$ cat config.mk
export PLATFORM = sky130hd
export DESIGN_NAME = fpu_compare_unit
export DESIGN_NICKNAME = d
export VERILOG_FILES = /design/src/rtl/fpu_cmp_pkg.sv /design/src/rtl/fp80_classify.sv /design/src/rtl/fpu_compare_unit.sv
export SDC_FILE = /design/constraint.sdc
export NUM_CORES = 1
export LEC_CHECK = 0
export BUFFER_PORTS_ARGS = -buffer_cell sky130_fd_sc_hd__buf_2
export CAP_MARGIN = 0
export CORE_ASPECT_RATIO = 1.25
export CORE_MARGIN = 2
export CORE_UTILIZATION = 51
export CTS_BUF_LIST = sky130_fd_sc_hd__clkbuf_8 sky130_fd_sc_hd__clkbuf_16
export CTS_CLUSTER_SIZE = 40
export DETAILED_ROUTE_END_ITERATION = 7
export PLACE_DENSITY = 0.74
export SETUP_SLACK_MARGIN = 0.3
export SLEW_MARGIN = 20
export SYNTH_ARGS = -nofsm -noshare
export SYNTH_HDL_FRONTEND = slang
export SYNTH_HIERARCHICAL = 1
export SYNTH_SLANG_ARGS = --single-unit
$ cat constraint.sdc
create_clock -name clk -period 6.6 [get_ports clk]
set_input_delay 0.33 -clock clk [delete_from_list [all_inputs] [get_ports clk]]
set_output_delay 0.33 -clock clk [all_outputs]
set_load 0.02 [all_outputs]
$ cat src/rtl/fpu_cmp_pkg.sv
// rtl/fpu_cmp_pkg.sv - shared types and constants for the FP80 compare/classify engine
package fpu_cmp_pkg;

  localparam int EXP_W  = 15;
  localparam int MANT_W = 64;
  localparam int FP_W   = 80;

  localparam logic [EXP_W-1:0] EXP_MAX       = 15'h7FFF;
  localparam logic [FP_W-1:0]  FP80_POS_ZERO = '0;

  localparam logic [1:0] OP_FCOM = 2'b00;
  localparam logic [1:0] OP_FTST = 2'b01;
  localparam logic [1:0] OP_FXAM = 2'b10;

  // Encodings equal the FXAM C3C2C0 code for each class
  typedef enum logic [2:0] {
    CLS_UNSUP  = 3'b000,
    CLS_NAN    = 3'b001,
    CLS_NORMAL = 3'b010,
    CLS_INF    = 3'b011,
    CLS_ZERO   = 3'b100,
    CLS_EMPTY  = 3'b101,
    CLS_DENORM = 3'b110
  } fp_class_t;

  localparam logic [2:0] CC_GT    = 3'b000;
  localparam logic [2:0] CC_LT    = 3'b001;
  localparam logic [2:0] CC_EQ    = 3'b100;
  localparam logic [2:0] CC_UNORD = 3'b111;

  typedef enum logic [1:0] {
    ST_IDLE,
    ST_CLASSIFY,
    ST_COMPARE,
    ST_DONE
  } state_t;

  // Expand a C3C2C0 code plus C1 into the {C3,C2,C1,C0} bus order
  function automatic logic [3:0] pack_cc(input logic [2:0] c320, input logic c1);
    return {c320[2], c320[1], c1, c320[0]};
  endfunction

endpackage

$ cat src/rtl/fp80_classify.sv
// rtl/fp80_classify.sv - combinational FP80 class and sign decode
module fp80_classify
  import fpu_cmp_pkg::*;
(
  input  logic [FP_W-1:0] value,
  input  logic            empty,
  output fp_class_t       cls,
  output logic            sign
);

  logic [EXP_W-1:0]  exp_f;
  logic [MANT_W-1:0] mant_f;

  assign exp_f  = value[FP_W-2:MANT_W];
  assign mant_f = value[MANT_W-1:0];
  assign sign   = value[FP_W-1];

  always_comb begin
    cls = CLS_NORMAL;
    if (empty) begin
      cls = CLS_EMPTY;
    end else if (exp_f == '0 && mant_f == '0) begin
      cls = CLS_ZERO;
    end else if (exp_f == '0) begin
      cls = CLS_DENORM;
    end else if (exp_f == EXP_MAX && mant_f == {1'b1, {(MANT_W-1){1'b0}}}) begin
      cls = CLS_INF;
    end else if (exp_f == EXP_MAX && mant_f[MANT_W-1] && mant_f[MANT_W-2:0] != '0) begin
      cls = CLS_NAN;
    end else if (!mant_f[MANT_W-1]) begin
      cls = CLS_UNSUP;
    end
  end

endmodule

$ cat src/rtl/fpu_compare_unit.sv
// rtl/fpu_compare_unit.sv - multi-cycle FCOM/FTST/FXAM engine producing condition codes and flags
module fpu_compare_unit
  import fpu_cmp_pkg::*;
#(
  parameter bit CLEAR_C1_ON_CMP = 1'b1
) (
  input  logic            clk,
  input  logic            reset,
  input  logic            start,
  input  logic [1:0]      op,
  input  logic [FP_W-1:0] operand_a,
  input  logic [FP_W-1:0] operand_b,
  input  logic            empty_a,
  input  logic            empty_b,
  output logic            busy,
  output logic            done,
  output logic [3:0]      cc,
  output logic            invalid,
  output logic            stack_fault
);

  state_t          state, state_next;
  logic [1:0]      op_q;
  logic [FP_W-1:0] a_q, b_q;
  logic            ea_q, eb_q;
  fp_class_t       cls_a, cls_b, cls_a_q, cls_b_q;
  logic            sign_a, sign_b, sign_a_q, sign_b_q;
  logic [3:0]      cc_q, cc_next;
  logic            invalid_q, invalid_next;
  logic            sf_q, sf_next;

  fp80_classify u_class_a (.value(a_q), .empty(ea_q), .cls(cls_a), .sign(sign_a));
  fp80_classify u_class_b (.value(b_q), .empty(eb_q), .cls(cls_b), .sign(sign_b));

  always_ff @(posedge clk or posedge reset) begin
    if (reset) begin
      state     <= ST_IDLE;
      op_q      <= '0;
      a_q       <= '0;
      b_q       <= '0;
      ea_q      <= 1'b0;
      eb_q      <= 1'b0;
      cls_a_q   <= CLS_ZERO;
      cls_b_q   <= CLS_ZERO;
      sign_a_q  <= 1'b0;
      sign_b_q  <= 1'b0;
      cc_q      <= '0;
      invalid_q <= 1'b0;
      sf_q      <= 1'b0;
    end else begin
      state <= state_next;
      if (state == ST_IDLE && start) begin
        op_q <= op;
        a_q  <= operand_a;
        ea_q <= empty_a;
        // FTST is an FCOM against a present +0.0
        b_q  <= (op == OP_FTST) ? FP80_POS_ZERO : operand_b;
        eb_q <= (op == OP_FTST) ? 1'b0 : empty_b;
      end
      if (state == ST_CLASSIFY) begin
        cls_a_q  <= cls_a;
        cls_b_q  <= cls_b;
        sign_a_q <= sign_a;
        sign_b_q <= sign_b;
      end
      if (state == ST_COMPARE) begin
        cc_q      <= cc_next;
        invalid_q <= invalid_next;
        sf_q      <= sf_next;
      end
    end
  end

  always_comb begin
    state_next = state;
    busy       = 1'b1;
    done       = 1'b0;
    case (state)
      ST_IDLE: begin
        busy = 1'b0;
        if (start) state_next = ST_CLASSIFY;
      end
      ST_CLASSIFY: state_next = ST_COMPARE;
      ST_COMPARE:  state_next = ST_DONE;
      ST_DONE: begin
        done       = 1'b1;
        state_next = ST_IDLE;
      end
      default: state_next = ST_IDLE;
    endcase
  end

  logic [FP_W-2:0] mag_a, mag_b;
  logic [2:0]      ord_code;
  logic            c1_cmp;

  assign mag_a  = a_q[FP_W-2:0];
  assign mag_b  = b_q[FP_W-2:0];
  assign c1_cmp = CLEAR_C1_ON_CMP ? 1'b0 : cc_q[1];

  // Sign-magnitude ordering; magnitude sense flips when both are negative
  always_comb begin
    ord_code = CC_EQ;
    if (cls_a_q == CLS_ZERO && cls_b_q == CLS_ZERO) begin
      ord_code = CC_EQ;
    end else if (sign_a_q != sign_b_q) begin
      ord_code = sign_a_q ? CC_LT : CC_GT;
    end else if (mag_a == mag_b) begin
      ord_code = CC_EQ;
    end else begin
      ord_code = ((mag_a > mag_b) ^ sign_a_q) ? CC_GT : CC_LT;
    end
  end

  always_comb begin
    cc_next      = '0;
    invalid_next = 1'b0;
    sf_next      = 1'b0;
    case (op_q)
      OP_FCOM, OP_FTST: begin
        if (cls_a_q == CLS_EMPTY || cls_b_q == CLS_EMPTY) begin
          cc_next      = pack_cc(CC_UNORD, c1_cmp);
          invalid_next = 1'b1;
          sf_next      = 1'b1;
        end else if (cls_a_q == CLS_NAN || cls_a_q == CLS_UNSUP ||
                     cls_b_q == CLS_NAN || cls_b_q == CLS_UNSUP) begin
          cc_next      = pack_cc(CC_UNORD, c1_cmp);
          invalid_next = 1'b1;
        end else begin
          cc_next = pack_cc(ord_code, c1_cmp);
        end
      end
      OP_FXAM: cc_next = pack_cc(cls_a_q, sign_a_q);
      default: invalid_next = 1'b1;
    endcase
  end

  assign cc          = cc_q;
  assign invalid     = invalid_q;
  assign stack_fault = sf_q;

endmodule

**Word-level counts from Yosys, hierarchy flattened**

Index checks and enable logic that the tools add are counted.

- Equal/unequal tests: 19
- Reductions and logical operators: 25
- Bitwise logic cells: 1
- Multiplexer cells: 31
- Magnitude comparators: 1

Operators with widths:

| cell | number |
|---|---|
| 64-bit == test (second input constant) | 2 |
| 64-bit zero test | 2 |
| 63-bit nonzero test | 2 |
| 80-bit 2-to-1 mux | 1 |
| 79-bit == test | 1 |
| 79-bit greater-than comparator | 1 |
| 3-bit 2-to-1 mux | 13 |
| 15-bit == test (second input constant) | 2 |
| 15-bit zero test | 2 |
| 3-bit == test (second input constant) | 4 |
| 1-bit logical AND | 10 |
| 1-bit 2-to-1 mux | 9 |
| 4-bit 2-to-1 mux | 2 |
| 2-bit case mux with 4 select lines | 1 |
| 4-bit case mux with 2 select lines | 1 |
| 2-bit by 1-bit == test with 1-bit output (second input constant) | 3 |
| 2-bit == test (second input constant) | 3 |
| 3-bit by 1-bit == test with 1-bit output (second input constant) | 2 |
| 3-bit zero test | 2 |
| 2-bit 2-to-1 mux | 3 |
| 2-bit zero test | 2 |
| 1-bit logical OR | 4 |
| 2-bit inequality test (second input constant) | 1 |
| 1-bit case mux with 2 select lines | 1 |
| other kinds (3) | 3 |

- Output and inout port bits: 8
- Register bits after elaboration: 180

**Logic depth before layout (Yosys ltp)**

- Word-level depth: 9
- Mapped depth: 9
- Mapped depth without buffers: 9

**Modules after synthesis**

Netlist, hierarchy kept.

Modules (own cells, without submodules):

| module | times used | cells each | area each (µm²) |
|---|---|---|---|
| fpu_compare_unit | 1 | 706 | 8660.8 |
| fp80_classify | 2 | 38 | 247.7 |

**Worst setup path after synthesis**

No wires, ideal clock.

- Kind: register to register
- From: register a_q[22]
- To: register cc_q[0] (netlist: cc[0])
- Arrival time: 2.092 ns
- Clock period less this slack: 2.228 ns
- Slack: 4.372 ns
- Stages on the path, launching flop included: 9
- Cell sequence: dfrtp_1 -> ha_1 -> a21oi_1 -> o21ai_0 -> a221o_1 -> o31a_1 -> a2111oi_1 -> o21a_1 -> o311ai_1

- Longest elaborated chain between the ends: 9
- Elaborated cells on any way between the ends: 10
- Classes of those cells: order compare: 1; eq/ne: 1; mux: 7; bitwise: 1

Ends and longest elaborated chain:

| element | line | text |
|---|---|---|
| from (decl) | fpu_compare_unit.sv:24 | `logic [FP_W-1:0] a_q, b_q;` |
| from (signal assigned) | fpu_compare_unit.sv:54 | `a_q <= operand_a;` |
| 79-bit greater-than comparator | fpu_compare_unit.sv:111 | `ord_code = ((mag_a > mag_b) ^ sign_a_q) ? CC_GT : CC_LT;` |
| 1-bit bitwise XOR | fpu_compare_unit.sv:111 |  |
| 1-bit 2-to-1 mux | fpu_compare_unit.sv:111 |  |
| 3-bit 2-to-1 mux (*) | fpu_compare_unit.sv:108 | `end else if (mag_a == mag_b) begin` |
| 3-bit 2-to-1 mux (*) | fpu_compare_unit.sv:106 | `end else if (sign_a_q != sign_b_q) begin` |
| 3-bit 2-to-1 mux (*) | fpu_compare_unit.sv:104 | `if (cls_a_q == CLS_ZERO && cls_b_q == CLS_ZERO) begin` |
| 4-bit 2-to-1 mux (*) | fpu_compare_unit.sv:125 | `end else if (cls_a_q == CLS_NAN \|\| cls_a_q == CLS_UNSUP \|\|` |
| 4-bit 2-to-1 mux (*) | fpu_compare_unit.sv:121 | `if (cls_a_q == CLS_EMPTY \|\| cls_b_q == CLS_EMPTY) begin` |
| 4-bit case mux with 2 select lines (*) | fpu_compare_unit.sv:119 | `case (op_q)` |
| to (signal assigned) | fpu_compare_unit.sv:67 | `cc_q <= cc_next;` |
| to (decl) | fpu_compare_unit.sv:28 | `logic [3:0] cc_q, cc_next;` |

Every way passes the cells marked *; elsewhere a longest branch is shown, timed or not.
A chain may end at the register's enable or synchronous reset.

**Worst setup path in the final report**

- From: register state[0]
- To: register b_q[75]

- Longest elaborated chain between the ends: 2

Ends and longest elaborated chain:

| element | line | text |
|---|---|---|
| from (decl) | fpu_compare_unit.sv:22 | `state_t state, state_next;` |
| from (signal assigned) | fpu_compare_unit.sv:51 | `state <= state_next;` |
| 2-bit zero test | fpu_compare_unit.sv:52 | `if (state == ST_IDLE && start) begin` |
| 1-bit logical AND | fpu_compare_unit.sv:52 |  |
| to (signal assigned) | fpu_compare_unit.sv:57 | `b_q <= (op == OP_FTST) ? FP80_POS_ZERO : operand_b;` |
| to (decl) | fpu_compare_unit.sv:24 |  |

No other way between the ends.

==> reports/qor.txt <==
Clock network latency to the later pin of the worst-skew pair = 0.42 ns
CP Data Required Time = 6.95 ns
Post-route antenna net violation count = 0
Aggregate global routing overflow = 0
Max-slew headroom = 31.2%
Via count = 6863
Slew Viols, Final = 0
Placeable Area = 17500 sq um
Max clock buf depth = 2
R2R cell count = 6
Setup Viol. Count Final = 0
Worst Max-Slew Pin Slew = 1.03 ns
Element type at the critical path end = flop
Achievable Freq = 309 MHz
Fillers = 1460
Commonest cells post-synth = dfrtp_1 (178), mux2_2 (91), inv_1 (90), ha_1 (84), a22o_1 (81)
Post_cts resized = 0
Area delta synth->final = 18.3%
Largest net degree at the start of global routing = 106
Final period utilization = 49.0%
Outcome = complete, no violations
Layout Nets = 1199
Die ar. = 19000 sq um
Final Hold Viols = 0
Die width = 124 microns
CTS clock-pin slew for the worst setup and hold paths = 0.06 ns
Mean Syn Cell Area = 11.7 sq um
Area leader, netlist = dfrtp_1
Asr flop ratio synth = 100%
Cells after Synth = 782
Layout cells sized above 1 = 32.4%
Vias per cell = 5.78
Setup Fix Bufs, Post-CTS = 0
Post-synthesis cell area = 9160 sq um
Synth warnings = 6
CTS Sinks = 180
Hold Path Class = in2reg
Area of the multi-input gates = 4210 sq um
Power Dens Cells = 509 nW/um^2
Drt wl/cell = 18.6 microns
Worst path arrival time = 3.59 ns
CTS tree = yes
Post-detail-place hpwl = 16500 microns
Boundary pin count = 175
Reg area = 4510 sq um
Period minus WS final = 3.23 ns
I/O Buffers = 174
Max cap viols = 0
Number of flops mapped to enable cells by yosys = 0
P_leak = 0.00523 uW
Synth top area cells = dfrtp_1 (49%), ha_1 (11%), mux2_2 (11%), a22o_1 (7.7%), inv_1 (3.7%)
Count leader, synth = dfrtp_1
Die height = 154 microns
First-pass GRT wire length = 34900 microns
R2R Setup Slk = 3.37 ns
Drt first-iter violations = 410
H-tree lvl count = 4
Worst setup path class = reg2reg
Cell Rows = 54
RSZ-0062 raised after global routing = no
Vias in the first global route = 6810
Inserted Clock Buffers = 17
Placer Congestion = 0.906
Setup TNS = 0 ns
Yosys reg bits = 180
Syn Nets = 1033
Synth unique cells = 46
Prevailing post-synth register cell = dfrtp_1
Final Worst Setup Slack = 3.37 ns
Hold depth = 2
Initial antenna violation count = 2
# DRC = 0
Register area share after synthesis = 49.2%
Peak supply drop = 0.000246 V
Root buf cell = clkbuf_16
Clock Skews = 0.00745 ns
Crit path max fanout = 84
Gr usage total = 24.0%
Share of the synthesized area in the top cell type = 48.6%
Initial core utilization = 52.3%
Final WL = 22100 microns
Post-Place Setup Slack = 3.39 ns
DR pass1 iterations = 4
CP startpoint kind = flop
Hold-fix buffers, CTS = 0
## metal layers
layer,track usage [%],share of wire (%),vias up
li1,-,-,3249
met1,32.6,44,3371
met2,38.4,48,203
met3,4.90,4.8,40
met4,8.33,2.8,0
met5,0,0,-
## where the power goes
part | internal (uW) | total, uW | switching, uW
clock | 608 | 1010 | 404
combinational | 1180 | 2270 | 1090
sequential | 1670 | 2230 | 562
## kinds of logic (layout without fill, tap and decap cells)
logic type	Yosys count	count (layout)	share of synthesized area, %
other cells	0	2	0
buf+inv	120	299	5.00
compound gates	168	168	14.0
fa+ha+maj	84	84	11.5
simple gates	139	139	9.14
mux	91	91	11.2
flops	180	180	49.2
## worst paths after layout
check | start | end
hold / removal | operand_b[45] | b_q[45]
hold reg to reg | stack_fault | stack_fault
setup / recovery | state[0] | b_q[75]
min in group asynchronous | reset | stack_fault
setup reg to reg | state[0] | b_q[75]
max in group asynchronous | reset | a_q[15]
## critical path: stages (launching register included)
cell and delay [ns]:
dfrtp_1 0.40, inv_1 0.13, ha_1 0.23, nand2_4 0.54, a21oi_4 1.04, buf_4 0.56, a22o_1 0.22
## stage by stage
| step | std cells | utilization, % | area [sq um] | hold WS, ns | power (uW) |
|---|---|---|---|---|---|
| 6_report | 1187 | 61.9 | 10800 | 0.119 | 5510 |
| 5_1_grt | 1186 | 61.9 | 10800 | 0.107 | 5960 |
| 4_1_cts | 1185 | 61.9 | 10800 | 0.107 | 5540 |
| 3_5_place_dp | 1153 | 58.5 | 10200 | 0.489 | 4490 |
| 3_3_place_gp | 1153 | 58.5 | 10200 | 0.477 | 4410 |
| 2_1_floorplan | 782 | - | 9160 | 0.463 | 3840 |
## layout make-up
cell class              count  area share, %
flip-flops and latches    180           41.6
multi-input cells         482           38.9
repair buffers            177           8.24
clock buffers              19           4.18
inverters                  90           3.16
well taps                 224           2.59
clock inverters            13           1.33
diodes                      2         0.0462
## cell usage in the layout (no fill, tap or decap), types with 7 or more instances in the layout
cell	n
dfrtp_1	178
buf_2	174
inv_1	94
mux2_2	91
ha_1	84
a22o_1	81
nor4_1	39
nand4_1	34
a21oi_1	30
nand2_1	17
clkbuf_16	17
a21o_1	15
o21ai_0	12
nor2_1	10
nand3_1	7
## registers in the layout (all words and copies together), names as in the netlist, 2 cells and up
signal   count
cc           4
cls_b_q      3
cls_a_q      3
op_q         2
b_q         80
state        2
a_q         80
Power figures use the tool's default switching activity.
